File: src/rtl/hazard_ctrl_if.sv
// Pipeline-side bundle for the hazard controller: hazard inputs from the
// pipeline registers and the resulting enable/flush/bubble controls.
interface hazard_ctrl_if;
    logic        hold;
    logic        idex_memread;
    logic [4:0]  idex_rt;
    logic [4:0]  ifid_rs;
    logic [4:0]  ifid_rt;
    logic        exmem_branch;
    logic        exmem_zero;

    logic        pc_write;
    logic        ifid_write;
    logic        idex_bubble;
    logic        pc_src;
    logic        flush_ifid;
    logic        flush_idex;
    logic        flush_exmem;
    logic [1:0]  state;
    logic [15:0] stall_cnt;
    logic [15:0] flush_cnt;

    // master: the pipeline that supplies hazard information
    modport master (
        output hold, idex_memread, idex_rt, ifid_rs, ifid_rt,
               exmem_branch, exmem_zero,
        input  pc_write, ifid_write, idex_bubble, pc_src,
               flush_ifid, flush_idex, flush_exmem,
               state, stall_cnt, flush_cnt
    );

    // slave: the hazard controller
    modport slave (
        input  hold, idex_memread, idex_rt, ifid_rs, ifid_rt,
               exmem_branch, exmem_zero,
        output pc_write, ifid_write, idex_bubble, pc_src,
               flush_ifid, flush_idex, flush_exmem,
               state, stall_cnt, flush_cnt
    );
endinterface

File: src/rtl/hazard_ctrl.sv
// Pipeline hazard controller: one-cycle load-use stall, branch-taken flush,
// external hold, and saturating stall/flush event counters.
module hazard_ctrl #(
    // Saturation ceiling of both event counters (full 16-bit range by default)
    parameter logic [15:0] CNT_MAX = 16'hFFFF
) (
    input  logic          clk,
    input  logic          reset,
    hazard_ctrl_if.slave  bus
);

    typedef enum logic [1:0] {
        ST_RUN   = 2'b00,
        ST_STALL = 2'b01,
        ST_FLUSH = 2'b10,
        ST_BAD   = 2'b11
    } state_t;

    state_t     state_reg;
    state_t     state_next;
    logic       load_use;
    logic       taken;
    logic [1:0] cnt_inc;     // [0] stall event, [1] flush event

    logic pc_write_c;
    logic ifid_write_c;
    logic idex_bubble_c;
    logic pc_src_c;
    logic flush_c;

    assign load_use = bus.idex_memread && (bus.idex_rt != 5'd0) &&
                      ((bus.idex_rt == bus.ifid_rs) || (bus.idex_rt == bus.ifid_rt));
    assign taken    = bus.exmem_branch && bus.exmem_zero;

    always_comb begin
        pc_write_c    = 1'b1;
        ifid_write_c  = 1'b1;
        idex_bubble_c = 1'b0;
        pc_src_c      = 1'b0;
        flush_c       = 1'b0;
        cnt_inc       = 2'b00;
        state_next    = state_reg;

        if (reset) begin
            pc_write_c   = 1'b0;
            ifid_write_c = 1'b0;
            state_next   = ST_RUN;
        end else if (bus.hold) begin
            // Freeze everything: state and counters keep their values
            pc_write_c   = 1'b0;
            ifid_write_c = 1'b0;
        end else begin
            case (state_reg)
                ST_RUN: begin
                    if (taken) begin
                        pc_src_c   = 1'b1;
                        flush_c    = 1'b1;
                        cnt_inc[1] = 1'b1;
                        state_next = ST_FLUSH;
                    end else if (load_use) begin
                        pc_write_c    = 1'b0;
                        ifid_write_c  = 1'b0;
                        idex_bubble_c = 1'b1;
                        cnt_inc[0]    = 1'b1;
                        state_next    = ST_STALL;
                    end else begin
                        state_next = ST_RUN;
                    end
                end
                ST_STALL: begin
                    // Load-use is masked here so stalls never chain back to back
                    if (taken) begin
                        pc_src_c   = 1'b1;
                        flush_c    = 1'b1;
                        cnt_inc[1] = 1'b1;
                        state_next = ST_FLUSH;
                    end else begin
                        state_next = ST_RUN;
                    end
                end
                default: begin
                    // FLUSH and the unused encoding both fall back to RUN
                    state_next = ST_RUN;
                end
            endcase
        end
    end

    always_ff @(posedge clk) begin
        if (reset) begin
            state_reg <= ST_RUN;
        end else begin
            state_reg <= state_next;
        end
    end

    generate
        for (genvar gi = 0; gi < 2; gi++) begin : g_cnt
            logic [15:0] cnt_reg;
            always_ff @(posedge clk) begin
                if (reset) begin
                    cnt_reg <= 16'd0;
                end else if (cnt_inc[gi] && (cnt_reg != CNT_MAX)) begin
                    cnt_reg <= cnt_reg + 16'd1;
                end
            end
        end
    endgenerate

    assign bus.pc_write    = pc_write_c;
    assign bus.ifid_write  = ifid_write_c;
    assign bus.idex_bubble = idex_bubble_c;
    assign bus.pc_src      = pc_src_c;
    assign bus.flush_ifid  = flush_c;
    assign bus.flush_idex  = flush_c;
    assign bus.flush_exmem = flush_c;
    assign bus.state       = state_reg;
    assign bus.stall_cnt   = g_cnt[0].cnt_reg;
    assign bus.flush_cnt   = g_cnt[1].cnt_reg;

endmodule

File: src/flat_wrapper.sv
// flat-port wrapper written by rule: the top's interface ports become plain ports
module hazard_ctrl_flat 
#(
                                                                               
    parameter logic [15:0] CNT_MAX = 16'hFFFF
)
  (clk, reset, bus_hold, bus_idex_memread, bus_idex_rt, bus_ifid_rs, bus_ifid_rt, bus_exmem_branch, bus_exmem_zero, bus_pc_write, bus_ifid_write, bus_idex_bubble, bus_pc_src, bus_flush_ifid, bus_flush_idex, bus_flush_exmem, bus_state, bus_stall_cnt, bus_flush_cnt);
  hazard_ctrl_if bus_i ();
  input  logic clk;
  input  logic reset;
  input wire logic [$bits(bus_i.hold)-1:0] bus_hold;
  input wire logic [$bits(bus_i.idex_memread)-1:0] bus_idex_memread;
  input wire logic [$bits(bus_i.idex_rt)-1:0] bus_idex_rt;
  input wire logic [$bits(bus_i.ifid_rs)-1:0] bus_ifid_rs;
  input wire logic [$bits(bus_i.ifid_rt)-1:0] bus_ifid_rt;
  input wire logic [$bits(bus_i.exmem_branch)-1:0] bus_exmem_branch;
  input wire logic [$bits(bus_i.exmem_zero)-1:0] bus_exmem_zero;
  output wire logic [$bits(bus_i.pc_write)-1:0] bus_pc_write;
  output wire logic [$bits(bus_i.ifid_write)-1:0] bus_ifid_write;
  output wire logic [$bits(bus_i.idex_bubble)-1:0] bus_idex_bubble;
  output wire logic [$bits(bus_i.pc_src)-1:0] bus_pc_src;
  output wire logic [$bits(bus_i.flush_ifid)-1:0] bus_flush_ifid;
  output wire logic [$bits(bus_i.flush_idex)-1:0] bus_flush_idex;
  output wire logic [$bits(bus_i.flush_exmem)-1:0] bus_flush_exmem;
  output wire logic [$bits(bus_i.state)-1:0] bus_state;
  output wire logic [$bits(bus_i.stall_cnt)-1:0] bus_stall_cnt;
  output wire logic [$bits(bus_i.flush_cnt)-1:0] bus_flush_cnt;
  assign bus_i.hold = bus_hold;
  assign bus_i.idex_memread = bus_idex_memread;
  assign bus_i.idex_rt = bus_idex_rt;
  assign bus_i.ifid_rs = bus_ifid_rs;
  assign bus_i.ifid_rt = bus_ifid_rt;
  assign bus_i.exmem_branch = bus_exmem_branch;
  assign bus_i.exmem_zero = bus_exmem_zero;
  assign bus_pc_write = bus_i.pc_write;
  assign bus_ifid_write = bus_i.ifid_write;
  assign bus_idex_bubble = bus_i.idex_bubble;
  assign bus_pc_src = bus_i.pc_src;
  assign bus_flush_ifid = bus_i.flush_ifid;
  assign bus_flush_idex = bus_i.flush_idex;
  assign bus_flush_exmem = bus_i.flush_exmem;
  assign bus_state = bus_i.state;
  assign bus_stall_cnt = bus_i.stall_cnt;
  assign bus_flush_cnt = bus_i.flush_cnt;
  hazard_ctrl #(.CNT_MAX(CNT_MAX)) u_core (.clk(clk), .reset(reset), .bus(bus_i));
endmodule
File: config.mk
export PLATFORM = sky130hd
export DESIGN_NAME = hazard_ctrl_flat
export DESIGN_NICKNAME = d
export VERILOG_FILES = /design/src/rtl/hazard_ctrl_if.sv /design/src/rtl/hazard_ctrl.sv /design/src/flat_wrapper.sv
export SDC_FILE = /design/constraint.sdc
export NUM_CORES = 1
export LEC_CHECK = 0
export CAP_MARGIN = 20
export CORE_ASPECT_RATIO = 0.5
export CORE_UTILIZATION = 46
export DETAILED_ROUTE_END_ITERATION = 10
export PLACE_DENSITY = 0.8
export SLEW_MARGIN = 10
export SYNTH_ARGS = -nofsm -noshare
export SYNTH_HDL_FRONTEND = slang
export SYNTH_SLANG_ARGS = --single-unit
File: constraint.sdc
create_clock -name clk -period 2.7 [get_ports clk]
set_input_delay 0.54 -clock clk [delete_from_list [all_inputs] [get_ports clk]]
set_output_delay 0.54 -clock clk [all_outputs]
set_load 0.02 [all_outputs]
==> metrics.md, run 1 <==
| Metric | Value |
|---|---|
| Status | `complete, no violations` |
| Async S/R FF share, synth | `0` |
| Place WS | `-0.462 ns` |
| I/O pin count | `62` |
| RD Place Congestion | `~0.85` |
| 1st-iter DRT viols | `47` |
| Hold Violations, Final | `0` |
| Final WS setup | `0.0572 ns` |
| Max VDD drop | `roughly 0.00025 V` |
| Slew Viols, Final | `0` |
| DP HPWL | `3.69 mm` |
| Total Routing Usage GR | `0.222` |
| DIE AREA | `roughly 4500 um2` |
| Yosys top cell area share | `0.351` |
| Antenna violations before repair | `0` |
| Yosys warns | `0` |
| Area contributors post-synth | `dfxtp_1 35%, xnor2_1 7.2%, or4_1 4.3%` |
| CP Cell Sequence | `clkdlybuf4s50_1 -> xnor2_1 -> nand3_1 -> o22ai_1 -> buf_4 -> a21oi_2 -> clkdlybuf4s15_2` |
| Clk sinks | `34` |
| Relative slew slack | `0.655` |
| Slowest CP cell | `clkdlybuf4s50_1` |
| Distinct cell type count after synthesis | `46` |
| Routed len/inst | `approximately 14 um` |
| Synth area leader | `dfxtp_1` |
| Vias per inst | `5.57` |
| Most frequent cells in the layout | `50 x clkdlybuf4s50_1, 34 x dfxtp_1, 19 x buf_4, 18 x nor2_1, 16 x xnor2_1` |
| Ys flop type | `dfxtp_1` |
| Routed wire length | `5.06 mm` |
| Overall Power | `1.08 mW` |
| CTS buffer count | `5` |
| Fillers | `322` |
| Post-Syn Area | `1940 um2` |
| Critical Path RT | `around 2.2 ns` |
| Pleak | `~0.97 nW` |
| Area grow syn2layout | `44.3%` |
| Kind of critical path | `input pin to primary output` |
| Startpoint type of the worst setup path | `input pin` |
| CTS H-tree depth | `2` |
| Peak per-stage delay on the critical path | `0.54 ns` |
| Cells after Synth | `230` |
| Min cycle time layout | `2.64 ns` |
| Remaining Overflow, GRT | `0` |
| Final setup fails | `0` |
| Clk pin slew, worst setup/hold paths | `0.07 ns` |
| Post-route ant nets | `0` |
| Mean Syn Cell Area | `8.43 um2` |
| Port Buffers | `61` |
| Core ar. | `3960 um2` |
| Syn Nets | `253` |
| Initial Util | `0.489` |
| Worst-skew pair later-pin latency | `approximately 0.29 ns` |
| Worst path arrival time | `2.10 ns` |
| Worst slew pin tran | `0.512 ns` |
| Ant diodes | `0` |
| Routed via count | `2,005` |
| Count of flip-flops with a built-in enable after synthesis | `0` |
| Min Hold Slack | `0.497 ns` |
| Largest net degree at the start of global routing | `39` |
| Register area share after synthesis | `0.351` |
| RSZ-0062 raised after global routing | `false` |
| Setup TNS | `0 ns` |
| Pwr Density | `just under 400 nW/um2` |
| Nets | `approximately 330` |
| Clock Skew | `0.00175 ns` |
| Max FO, Critical Path | `3` |
| Final instance area | `2800 um2` |
| MaxCap Viol Count | `0` |
| TritonCTS clock tree | `done` |
| Vias in the first global route | `1,712` |
| Min-delay worst type | `flip-flop to flip-flop` |
| First-pass GRT wire length | `7.56 mm` |
| Row count | `16` |
| Clock tree root driver cell | `clkbuf_8` |
| FF+latch count, synth | `34` |
| Drc violations | `0` |
| CTS Buffer Depth | `2` |
| Final period util | `0.979` |
| Most common cell after layout, fill and taps aside | `clkdlybuf4s50_1` |
| Chip width | `93.8 um` |
| Share of cells above drive strength 1 | `0.147` |
| Drt pass-1 iters | `6` |
| Die height | `approximately 48 um` |
| Fmax | `378 MHz` |
| Worst setup EP type | `primary output` |
| Cell Area, Placed | `2680 um2` |
==> metal layers <==
layer  vias to the layer above  global-route usage  part of all wire
met3                         6              0.0444             0.037
met5                         -                   0                 0
met4                         0              0.0954             0.013
met2                        36               0.426              0.51
li1                       1005                   -                 -
met1                       958               0.254              0.44
==> report_power, final <==
| part | total [mW] | switching (mW) | internal (mW) |
|---|---|---|---|
| Clock | 0.448 | 0.191 | 0.258 |
| Combinational | 0.131 | 0.0610 | 0.0699 |
| Sequential | 0.504 | 0.00154 | 0.503 |
==> worst paths after layout <==
check                                        start                                   end  slack (ns)  depth (start not counted)
setup / recovery                    bus_idex_rt[1]                          bus_pc_write        0.06                          7
hold reg to reg   u_core.bus.state[1]$_SDFFE_PP0N_      u_core.bus.state[1]$_SDFFE_PP0N_        0.50                          2
hold / removal    u_core.bus.state[1]$_SDFFE_PP0N_      u_core.bus.state[1]$_SDFFE_PP0N_        0.50                          2
setup reg to reg  u_core.bus.state[1]$_SDFFE_PP0N_  u_core.bus.stall_cnt[5]$_SDFFE_PP0P_        0.56                          9
==> what timing repair did <==
item	CTS	global route
setup buffers	1	0
endpoints found under the setup margin	7	3
hold buffers	0	0
resized for setup	19	2
pin swaps	2	2
==> cell families after synthesis <==
kind of cell	Yosys count	share of synthesized area
and+or+nand+nor	110	0.323
AOI/OAI and AO/OA	44	0.143
DFF	34	0.351
xor gates and xnor gates	19	0.0858
buffers and inverters	15	0.0503
muxes	6	0.0348
adders and majority gates	2	0.0129
==> worst max-delay path: cells and delay by family <==
kind	cells	cell delay [ns]
AO/OA/AOI/OAI	2	0.34
XOR/XNOR	1	0.14
buffers and inverters	3	0.98
AND/OR/NAND/NOR	1	0.11
==> synth_stat cells, drive strengths merged (2+ instances only) <==
cell	number
nor3	14
nand2b	2
and3	6
xor2	3
a21oi	16
nand4	11
o21ai	8
a211oi	2
or4	13
mux2	3
or2	2
nand3	13
nor2b	3
inv	2
ha	2
o211ai	2
nand2	16
xnor2	16
and2	2
and4	3
buf	8
mux2i	3
dfxtp	34
o31ai	9
nor2	18
o22ai	2
nor4	2
or3	5
clkbuf	4
==> per-stage QoR <==
step                cells  utilization
global placement      351        0.676
finish                360        0.706
global route          360        0.706
CTS                   360        0.704
floorplan             230            -
detailed placement    351        0.676
==> final cells by class <==
cell class	instances	area (um2)	share of cell area
multi-input cells	181	1170	0.417
well taps	54	67.6	0.0242
repair buffers	80	759	0.271
inverters	3	12.5	0.00447
clock buffers	8	110	0.0394
flip-flops and latches	34	681	0.243
(Power assumes the default switching activity.)
==> run 2, diff against run 1 <==
==> constraint.sdc (replaced) <==
create_clock -name clk -period 2.7 [get_ports clk]
set_input_delay 0.54 -clock clk [delete_from_list [all_inputs] [get_ports clk]]
set_output_delay 0.54 -clock clk [all_outputs]
set_load 0.01 [all_outputs]
==> run 2 against run 1 <==
Worst setup slack improved by 0.018 ns. Utilization down 0.66 points. Clock skew is 0.0040 ns higher. Wire length shrank 2.4%. Fmax up 0.69%. Sequential power about the same. Power decreased by 7.0%. Combinational power about the same. Design area fell by 0.94%. Largest cell class unchanged.
==> metrics.md, run 2 (same netlist as run 1, synthesis figures left out) <==
| Metric | Value |
|---|---|
| Clock Power Share | `0.371` |
| Most frequent cells in the layout | `52 x clkdlybuf4s50_1, 34 x dfxtp_1, 18 x nor2_1, 18 x buf_4, 16 x xnor2_1` |
| Die height | `47.9 um` |
| Max VDD drop | `0.000233 V` |
| 1st-iter DRT viols | `37` |
| Chip width | `93.8 um` |
| Drc violations | `0` |
| Relative slew slack | `0.701` |
| Psw | `237 uW` |
| Worst setup EP type | `primary output` |
| Kind of critical path | `input pin to primary output` |
| Total Routing Usage GR | `0.221` |
| Worst slew pin tran | `0.444 ns` |
| Status | `complete, no violations` |
| Pleak | `about 0.96 nW` |
| CTS buffer count | `5` |
| Most common cell after layout, fill and taps aside | `clkdlybuf4s50_1` |
| RD Place Congestion | `0.852` |
| Drt pass-1 iters | `4` |
| Top delay family on crit path | `buffers and inverters` |
| Peak per-stage delay on the critical path | `between 0.4 and 0.5 ns` |
| Pwr Density | `364 nW/um2` |
| Buf/Inv on CP | `3` |
| Max FO, Critical Path | `2` |
| Final setup fails | `0` |
| DIE AREA | `4500 um2` |
| CTS Buffer Depth | `2` |
| Routed via count | `1,991` |
| CTS H-tree depth | `2` |
| Vias in the first global route | `approximately 1,700` |
| Area grow syn2layout | `42.9%` |
| Ant diodes | `0` |
| Min-delay worst type | `flip-flop to flip-flop` |
| Clock tree root driver cell | `clkbuf_8` |
| RSZ-0062 raised after global routing | `false` |
| TritonCTS clock tree | `done` |
| Hold Violations, Final | `0` |
| Overall Power | `just over 1 mW` |
| Routed len/inst | `13.8 um` |
| Startpoint type of the worst setup path | `input pin` |
| Port Buffers | `61` |
| Row count | `16` |
| Worst-skew pair later-pin latency | `0.28 ns` |
| Slew Viols, Final | `0` |
| Worst path arrival time | `approximately 2.1 ns` |
| Remaining Overflow, GRT | `0` |
| Slowest CP cell | `or4_4` |
| First-pass GRT wire length | `about 7.5 mm` |
| Antenna violations before repair | `0` |
| Vias per inst | `5.56` |
| Critical Path RT | `2.16 ns` |
| Cell Area, Placed | `2690 um2` |
| I/O pin count | `62` |
| Routed wire length | `4.94 mm` |
| Fmax | `around 380 MHz` |
| Largest net degree at the start of global routing | `28` |
| CP Cell Sequence | `clkdlybuf4s50_1 -> or4_4 -> o211a_1 -> buf_4 -> nand2_2 -> nor2_1 -> buf_2` |
| DP HPWL | `3.56 mm` |
| Final period util | `0.972` |
| Clk pin slew, worst setup/hold paths | `about 0.07 ns` |
| Post-route ant nets | `0` |
| Core ar. | `3960 um2` |
| Clock Skew | `~0.0058 ns` |
| MaxCap Viol Count | `0` |
| Clk sinks | `34` |
| Final instance area | `2770 um2` |
| Initial Util | `0.489` |
| Hold_buf cts | `0` |
| Switching share of power | `0.236` |
| Nets | `328` |
| Setup repair bufs after CTS | `0` |
| Comb power frac | `0.128` |
| Share of cells above drive strength 1 | `0.148` |
| Relative contribution of sequential cells to total power | `0.501` |
| Pint | `770 uW` |
| Min cycle time layout | `2.62 ns` |
[run 2: changes by cell type in the layout (fill, tap and decap cells not counted), sizes merged]
cell,change
dlymetal6s2s,+1
dlygate4sd2,-3
buf,+2
clkbuf,-2
clkdlybuf4s15,-2
clkdlybuf4s50,+2
[run 2: timing repair]
action,CTS,global route
gates resized for setup,18,4
setup endpoints to repair,7,3
pin swaps,1,2
gates cloned,0,0
[run 2: final cells by class]
class	count	area, um2
well taps	54	67.6
repair buffers	80	751
multi-input cells	181	1180
fillers	335	1190
clock buffers	6	82.6
flip-flops and latches	34	681
inverters	3	12.5
[run 2: final timing paths]
check | depth (start not counted) | from | end | slack (ns)
max | 7 | bus_idex_rt[2] | bus_idex_bubble | 0.08
min | 2 | u_core.bus.state[0]$_SDFFE_PP0N_ | u_core.bus.state[0]$_SDFFE_PP0N_ | 0.50
max reg2reg | 8 | u_core.bus.state[1]$_SDFFE_PP0N_ | u_core.bus.stall_cnt[7]$_SDFFE_PP0P_ | 0.64
min reg2reg | 2 | u_core.bus.state[0]$_SDFFE_PP0N_ | u_core.bus.state[0]$_SDFFE_PP0N_ | 0.50
[run 2: per-stage QoR]
step	worst slack, ns	setup TNS (ns)	instances	utilization	hold WS (ns)
floorplan	0.345	0	230	-	0.499
global placement	-0.259	-1.00	352	0.678	0.485
detailed placement	-0.342	-1.33	352	0.678	0.484
CTS	0.00179	0	358	0.701	0.499
global route	0.0335	0	358	0.699	0.528
finish	0.0754	0	358	0.699	0.500
[run 2: worst register-to-register path, cell delays in order, from the launching register on]
cell and delay, ns:
dfxtp_1 0.34, a211oi_1 0.25, o211a_1 0.23, buf_4 0.12, buf_4 0.14, nand3_4 0.11, buf_4 0.19, or4_1 0.47
a21oi_1 0.15
[run 2: layer usage]
layer,wire length [um],GRT usage
met3,206,0.0556
met2,2410,0.397
met5,0,0
met4,63,0.0954
met1,2260,0.263
[run 2: power groups by stage]
stage          sequential (mW)  clock (mW)  combinational [mW]
2_1_floorplan            0.516           0              0.0561
3_3_place_gp             0.516           0               0.126
3_5_place_dp             0.516           0               0.128
4_1_cts                  0.504       0.382               0.130
5_1_grt                  0.504       0.399               0.138
6_report                 0.505       0.374               0.129
